<file path="src/rtl/fetch_unit.sv">
`default_nettype none
// ============================================================================
// fetch_unit : PC owner and single-outstanding-request instruction fetch stage
// Rev 1.0
// ============================================================================
module fetch_unit #(
  parameter logic [31:0] RESET_PC  = 32'h0000_0000,
  parameter logic [31:0] NOP_INSTR = 32'h0000_0000
) (
  input  logic        clk_i,
  input  logic        rst_i,
  input  logic        start_i,
  input  logic        stall_i,
  input  logic        branch_i,
  input  logic [31:0] branch_target_i,
  output logic        mem_req_o,
  output logic [31:0] mem_addr_o,
  input  logic        mem_ack_i,
  input  logic [31:0] mem_data_i,
  output logic [31:0] instr_o,
  output logic [31:0] pc_o,
  output logic        valid_o
);

  typedef enum logic [1:0] {
    S_IDLE = 2'd0,
    S_REQ  = 2'd1,
    S_HOLD = 2'd2
  } state_e;

  state_e      state_q;
  logic [31:0] pc_q;
  logic [31:0] req_addr_q;
  logic        req_q;
  logic        kill_q;
  logic [31:0] instr_q;
  logic [31:0] pc_out_q;
  logic        valid_q;

  logic [31:0] target_w;
  logic [31:0] pc_plus4_w;
  logic [31:0] redirect_pc_w;

  assign target_w      = branch_target_i & ~32'h0000_0003;
  assign pc_plus4_w    = pc_q + 32'd4;
  assign redirect_pc_w = branch_i ? target_w : pc_q;

  always_ff @(posedge clk_i or negedge rst_i) begin
    if (!rst_i) begin
      state_q    <= S_IDLE;
      pc_q       <= RESET_PC;
      req_addr_q <= RESET_PC;
      req_q      <= 1'b0;
      kill_q     <= 1'b0;
      instr_q    <= NOP_INSTR;
      pc_out_q   <= 32'h0;
      valid_q    <= 1'b0;
    end else begin
      case (state_q)
        S_IDLE: begin
          if (branch_i) pc_q <= target_w;
          if (start_i) begin
            req_addr_q <= redirect_pc_w;
            req_q      <= 1'b1;
            state_q    <= S_REQ;
          end
        end
        S_REQ: begin
          if (mem_ack_i) begin
            if (kill_q || branch_i) begin
              // Wrong-path word: drop it and re-request at the redirected PC.
              kill_q     <= 1'b0;
              pc_q       <= redirect_pc_w;
              req_addr_q <= redirect_pc_w;
            end else begin
              instr_q  <= mem_data_i;
              pc_out_q <= req_addr_q;
              valid_q  <= 1'b1;
              req_q    <= 1'b0;
              state_q  <= S_HOLD;
            end
          end else if (branch_i) begin
            pc_q   <= target_w;
            kill_q <= 1'b1;
          end
        end
        S_HOLD: begin
          if (branch_i) begin
            pc_q       <= target_w;
            req_addr_q <= target_w;
            valid_q    <= 1'b0;
            instr_q    <= NOP_INSTR;
            pc_out_q   <= 32'h0;
            req_q      <= 1'b1;
            state_q    <= S_REQ;
          end else if (!stall_i) begin
            pc_q       <= pc_plus4_w;
            req_addr_q <= pc_plus4_w;
            valid_q    <= 1'b0;
            instr_q    <= NOP_INSTR;
            pc_out_q   <= 32'h0;
            req_q      <= 1'b1;
            state_q    <= S_REQ;
          end
        end
        default: begin
          state_q <= S_IDLE;
          req_q   <= 1'b0;
        end
      endcase
    end
  end

  assign mem_req_o  = req_q;
  assign mem_addr_o = req_addr_q;
  assign instr_o    = instr_q;
  assign pc_o       = pc_out_q;
  assign valid_o    = valid_q;

endmodule
`default_nettype wire

</file>
<file path="config.mk">
export PLATFORM = sky130hd
export DESIGN_NAME = fetch_unit
export DESIGN_NICKNAME = d
export VERILOG_FILES = /design/src/rtl/fetch_unit.sv
export SDC_FILE = /design/constraint.sdc
export NUM_CORES = 1
export LEC_CHECK = 0
export ABC_AREA = 1
export CORE_ASPECT_RATIO = 2
export CORE_MARGIN = 3
export CORE_UTILIZATION = 57
export DETAILED_ROUTE_END_ITERATION = 8
export DONT_BUFFER_PORTS = 1
export PLACE_DENSITY = 0.79
export SYNTH_ARGS = -nofsm -noshare
export SYNTH_HDL_FRONTEND = slang
export SYNTH_SLANG_ARGS = --single-unit
</file>
<file path="constraint.sdc">
create_clock -name clk_i -period 1.65 [get_ports clk_i]
set_clock_uncertainty 0.2 [all_clocks]
set_input_delay 0.165 -clock clk_i [delete_from_list [all_inputs] [get_ports clk_i]]
set_output_delay 0.165 -clock clk_i [all_outputs]
set_load 0.01 [all_outputs]
</file>
==> impl_metrics.ini <==
[setup_path]
timing.reg2reg.worst_path_depth = 10
r2r_end = pc_q[22]
critPathLaunchType = flip-flop
cp.required_ns = 1.82
r2r_setup_slack_ns = -0.48
worstSetupPathType = reg2reg
r2r-start = state_q[0]
path_max_fanout = 6
crit_path_end_kind = flip-flop
arrival_ns = 2.30

[layout]
layout_common_cells = 283 x nand2_1, 130 x dfrtp_1, 107 x nand3_1
final_core_utilization_pct = 87.94
layout_commonest_cell = nand2_1
fillers = 484
syn_to_final_growth_pct = 49.08
layout-drive-gt1-share_pct = 31.40
nets = 1093
fin_cells = 1176

[logic_synthesis]
syn_area_per_cell_um2 = 7.654
netlist_area_mm2 = 0.006536
synth_cell_types = 31
yosysSeqAreaShare_pct = 50.92
synth_cells = 854
synthFlopType = dfrtp_1
synth_edf_count = 0
ys_ff_latch = 133
syn-num-nets = 925
async_flop_share_pct = 100.0
yosys_warnings = 0

[sta]
finalHoldWorstSlack_ns = -0.7827
maxSlewHeadroom_pct = 78.30
setup_viol = 132
fin_crit_ns = 2.126
finalHoldViolations = 159
tns_ns = -35.63
slew_violations = 0
rsz0062_at_grt = true
fin_ws_ns = -0.4765
tightest_slew_ns = 0.3226
min_period_over_period_pct = 128.9
fmax_ghz = 0.4703

[global_routing]
grt_pass1_vias = 7082
grt_pass1_wl_um = 34900
grt_usage_pct = 35.69
grt_max_degree = 134
antenna_found_initial = 1
grt.overflow.total = 0

[power_and_ir_drop]
p_leak_uw = 0.004767
power_uw = 19880
power_density_mw_per_mm2 = 2040
peakVddDrop_v = 0.001349

[placed_design]
gp_congestion = 0.9525
portBuffers = 0
placedCellCount = 1033
hpwlAfterDp_um = 13370
dp_slack_ns = -0.3042

[outcome]
status = finished with violations
violations = negative hold slack, negative setup slack

[hold_path]
hold_path_class = in2async

[die]
die_area_mm2 = 0.01287
core_mm2 = 0.01108
start_util_pct = 58.99
die_y_um = 157.4
fp.dieW_um = 81.72
io-pin-count = 168
row_count = 54

[detailed_routing]
routed_wl_um = 30070
viasPerCell = 6.714
num_vias = 7896
wl_per_cell_um = 25.57
drc = 0
ant_nets = 0
first_pass_iters = 7
first_iter_violations = 1085

[cts]
cts_tree = built
cts.path.max_buffers = 2
cts-root-buf = clkbuf_16
clock-sinks = 133
clk_latency_ns = 0.44
path_clk_slew_ns = 0.07
cts_made_buffers = 17
cts_htree_levels = 4

[run]
cap_violations = 0
where the power goes:
group,switching (uW),leakage (uW),internal (uW)
logic,5360,0.00281,4060
registers,1950,0.00168,4640
clock network,1730,0.000279,2140
area by class of cell:
cell class	count	area, um^2	area share [%]
Antenna cell	1	2.502	0.02568
Inverter	57	231.5	2.375
Clock inverter	15	161.4	1.656
Tap cell	140	175.2	1.798
Multi-Input combinational cell	625	3387	34.76
Clock buffer	17	425.4	4.366
Sequential cell	133	3332	34.19
Timing Repair Buffer	188	2029	20.83
logic make-up (layout without fill, tap and decap cells):
kind of cell    Yosys count  count (layout)  synth area share (%)
fa+ha+maj                 1               1                0.1914
simple gates            558             559                 36.68
buf+inv                  97             277                 6.642
flops                   133             133                 50.92
other cells               0               1                     0
compound gates           64              64                 5.436
xor+xnor                  1               1                0.1340
state kept, by name, summed over array words and instances (netlist names):
| name | cells |
|---|---|
| kill_q | 1 |
| pc_q | 32 |
| mem_addr_o | 32 |
| pc_o | 32 |
| instr_o | 32 |
| state_q | 2 |
| mem_req_o | 1 |
| valid_o | 1 |
cells in the mapped netlist, drive strengths merged (3+ instances only):
cell type	n	area share (%)
nand4	8	0.77
buf	37	3.2
a21oi	3	0.23
a22oi	9	1.0
or2	14	1.3
dfrtp	133	51
nand2	340	20
nand3	132	10
o21ai	48	3.7
clkbuf	3	0.17
nor2	57	4.1
inv	56	3.2
nand3b	4	0.46
timing repair:
| action | CTS | global route |
|---|---|---|
| gates cloned | 5 | 11 |
| setup endpoints to repair | 129 | 133 |
| endpoints found under the hold margin | 232 | 159 |
| gates resized for setup | 79 | 153 |
| buffers inserted | 14 | 21 |
| hold buffers | 64 | 1 |
| pin swaps | 14 | 35 |
worst max-delay path, stage by stage, from the launching register on:
cell and delay, ns:
dfrtp_1 0.42, inv_4 0.12, nand2_8 0.09, buf_4 0.16, nor2_4 0.19, nand3_1 0.21
nor2_1 0.24, nand2_1 0.10, nand3_1 0.14, nand3_1 0.11, nand2_1 0.09
metal layers:
metal	vias to the layer above	share of wire [%]	track usage, %
met2	835	48	62.02
met1	3658	29	36.59
met3	319	12	8.935
met5	-	0	0
met4	0	11	23.53
li1	3084	-	-
how the worst max path moves through the flow:
stage                from             end  slack, ns  depth (start not counted)
2_1_floorplan  state_q[0]  mem_addr_o[23]      -0.05                         11
3_3_place_gp   state_q[0]  mem_addr_o[31]      -0.27                         13
3_5_place_dp   state_q[0]  mem_addr_o[31]      -0.30                         13
4_1_cts           pc_q[3]  mem_addr_o[22]      -0.22                          8
5_1_grt        state_q[0]        pc_q[22]      -0.50                         10
6_report       state_q[0]        pc_q[22]      -0.48                         10
stage by stage:
step	hold slack, ns	cell area, um^2
after global placement	-0.3265	7232
after CTS	-0.7749	8909
after floorplan	-0.3306	6655
final	-0.7827	9744
after detailed placement	-0.3274	7232
after global routing	-0.7968	9744
(Power assumes the default switching activity.)
==> edit: new RTL, same flow settings <==
Make the reset (`rst_i`) synchronous in one clocked block.
--- a/src/rtl/fetch_unit.sv
+++ b/src/rtl/fetch_unit.sv
@@ -45,7 +45,7 @@
   assign pc_plus4_w    = pc_q + 32'd4;
   assign redirect_pc_w = branch_i ? target_w : pc_q;
 
-  always_ff @(posedge clk_i or negedge rst_i) begin
+  always_ff @(posedge clk_i) begin
     if (!rst_i) begin
       state_q    <= S_IDLE;
       pc_q       <= RESET_PC;
Behaviour: differs if rst_i is asserted again (counterexample within 4 cycles, from zero or initial values and one cycle with rst_i low); with rst_i held inactive, the same outputs for 4 cycles.
==> edit against the unedited design <==
The run still ends with hold timing, setup timing left. Global-route usage decreased by 1.9 points. Area after synthesis decreased by 4.4%. Sequential cell count unchanged. Worst setup slack got worse by 0.028 ns. Synthesized cell count increased by 6.9%. Routed wire length increased by 3.7%. Utilization increased by 2.2 points. Via count increased by 2.5%. Cell area decreased by 1.9%. Critical endpoint is now pc_q[4].
Power is not compared: it rests on default switching activity, and its combinational part moved more than twofold at a synthesized area within 25%.
==> edit: results (changes against the unedited design) <==
[global_route]
grt_pass1_vias = 6542  ; -7.6%
antenna_found_initial = 1  ; unchanged
grt_pass1_wl_mm = 32.5  ; -7.0%
grtUsageTotal_pct = 33.8  ; -1.9 points
grt_max_degree = 66  ; -51%

[status]
outcome = finished, violations left
violations = hold timing, setup timing

[hold_path]
whs_path_depth = 2
hold_path_class = input port to register
hp-start = rst_i
hold_path_end = pc_q[19]

[logic_synthesis]
avgSynthCellArea_sq_um = 6.85  ; -11%
yosys_warnings = 0  ; unchanged
synth_adder_area_share_pct = 0.200  ; +0.0087 points
synth_area_leaders = dfxtp_1 (43%), nand2_1 (17%), nand3_1 (8.9%), a21oi_1 (8.6%), inv_1 (3.7%)
async_flop_share_pct = 0  ; -100 points
synth_compound_area_share_pct = 14.0  ; +8.6 points
syn_nets = 984  ; +6.4%
ys_seq_area_share_pct = 42.6  ; -8.3 points
synthDistinctLibCells = 34  ; +9.7%
synthFlopType = dfxtp_1
ys_top_cells_by_count = nand2_1 (281), dfxtp_1 (133), nand3_1 (111), a21oi_1 (108), inv_1 (62)
yosys-mux-area-fraction_pct = 0  ; unchanged
synth-xor-area-share_pct = 0.420  ; +0.29 points

[worst_setup_path]
reg2reg_to = pc_q[4]
cp.arrival_ns = 2.28  ; -0.02 ns
ff2ff_path_depth = 9  ; -1
critPathMaxFanout = 8  ; +2
startpoint = state_q[0]

[timing]
fin_ws_ns = -0.504  ; -0.0278 ns
hold_viol = 58  ; -64%
setup-violations-final = 131  ; -0.76%
slew_headroom_pct = 67.7  ; -11 points
whs_ns = -0.348  ; +0.435 ns

[place]
dp_cells = 1060  ; +2.6%
dpl.hpwl_mm = 12.9  ; -3.4%
routabilityCongestion = 0.966  ; +1.4%
place_ws_ns = -0.189  ; +0.115 ns
port_buffers = 0  ; unchanged

[route]
drt-initial-drc-count = 1055  ; -2.8%
vias = 8092  ; +2.5%
dr.pass1.iters = 7  ; unchanged
drt_wl_total_mm = 31.2  ; +3.7%
wl_per_cell_um = 26.4  ; +3.1%

[cts]
cts_made_buffers = 17  ; unchanged
cts_buffer_depth = 2  ; unchanged
cts-root-buf = clkbuf_16
htree_levels = 4  ; unchanged
clk_pin_slew_worst_paths_ns = 0.06

[finish]
drive_gt1_share_pct = 35.7  ; +4.3 points

[pwr]
peakVddDrop_uv = 899
leakagePower_nw = 3.80

edit: cell count changes in the layout (fill, tap and decap cells not counted), sizes merged, moves of 8 or more:
cell and change:
nor2 +15, buf -38, or2 -8, inv +8
dfxtp +133, a21oi +105, dfrtp -133, nand2 -54
nand3 -21, a22oi -9
edit: cell type report:
class,instances,area [sq um]
timing repair buffer,149,1670
clock buffer,17,425
clock inverter,14,153
inverter,69,307
antenna,1,2.50
tap,137,171
multi-input combinational,661,4080
sequential,133,2730
fill,380,1050
timing repair inverter,2,20.0
edit: cells by family (layout without fill, tap and decap cells):
kind of cell | count (synthesis) | count (layout)
simple gates | 491 | 492
flops | 133 | 133
buf+inv | 120 | 251
other cells | 0 | 1
xor+xnor | 3 | 3
compound gates | 165 | 165
fa+ha+maj | 1 | 1
edit: critical path, stage by stage (launching register included):
cell	delay [ns]
dfxtp_2	0.34
inv_4	0.10
nand2_8	0.10
buf_12	0.15
clkinv_8	0.06
buf_8	0.13
nand3b_1	0.22
a31oi_2	0.38
inv_2	0.11
a21oi_2	0.25
edit: worst max path at each step:
stage,cells after the start,endpoint
finish,9,pc_q[4]
detailed placement,8,mem_addr_o[3]
global route,9,pc_q[4]
global placement,12,pc_q[26]
floorplan,8,pc_q[22]
CTS,10,pc_q[20]
edit: per-layer routing:
layer,track usage (%),vias to the layer above,part of all wire [%]
met1,35.2,3626,29
li1,-,3217,-
met4,22.2,0,12
met5,0,-,0
met2,58.3,903,46
met3,8.32,346,13
edit: stage by stage:
| step | hold slack (ns) | area, sq um | setup TNS, ns |
|---|---|---|---|
| after floorplan | 0.112 | 6260 | 0 |
| after global placement | 0.100 | 6720 | -6.33 |
| after detailed placement | 0.103 | 6720 | -7.93 |
| after CTS | -0.330 | 8270 | -0.0974 |
| after global routing | -0.339 | 9560 | -23.30 |
| final | -0.348 | 9560 | -18.49 |
edit: where the power goes:
part	switching, W	leakage (nW)	internal [W]	total, W
Combinational	0.000997	2.41	0.000652	0.00165
Clock	0.00158	0.290	0.00224	0.00382
Sequential	0.000355	1.10	0.00343	0.00378
Total	0.00294	3.80	0.00632	0.00925
edit: what timing repair did:
item                                   4_1_cts  5_1_grt
pin swaps                                   19       88
gates cloned                                 2       13
buffers inserted                             3       11
endpoints found under the hold margin      131       57
setup endpoints to repair                   76      123
hold buffers                                61        1
resized for setup                          109      247
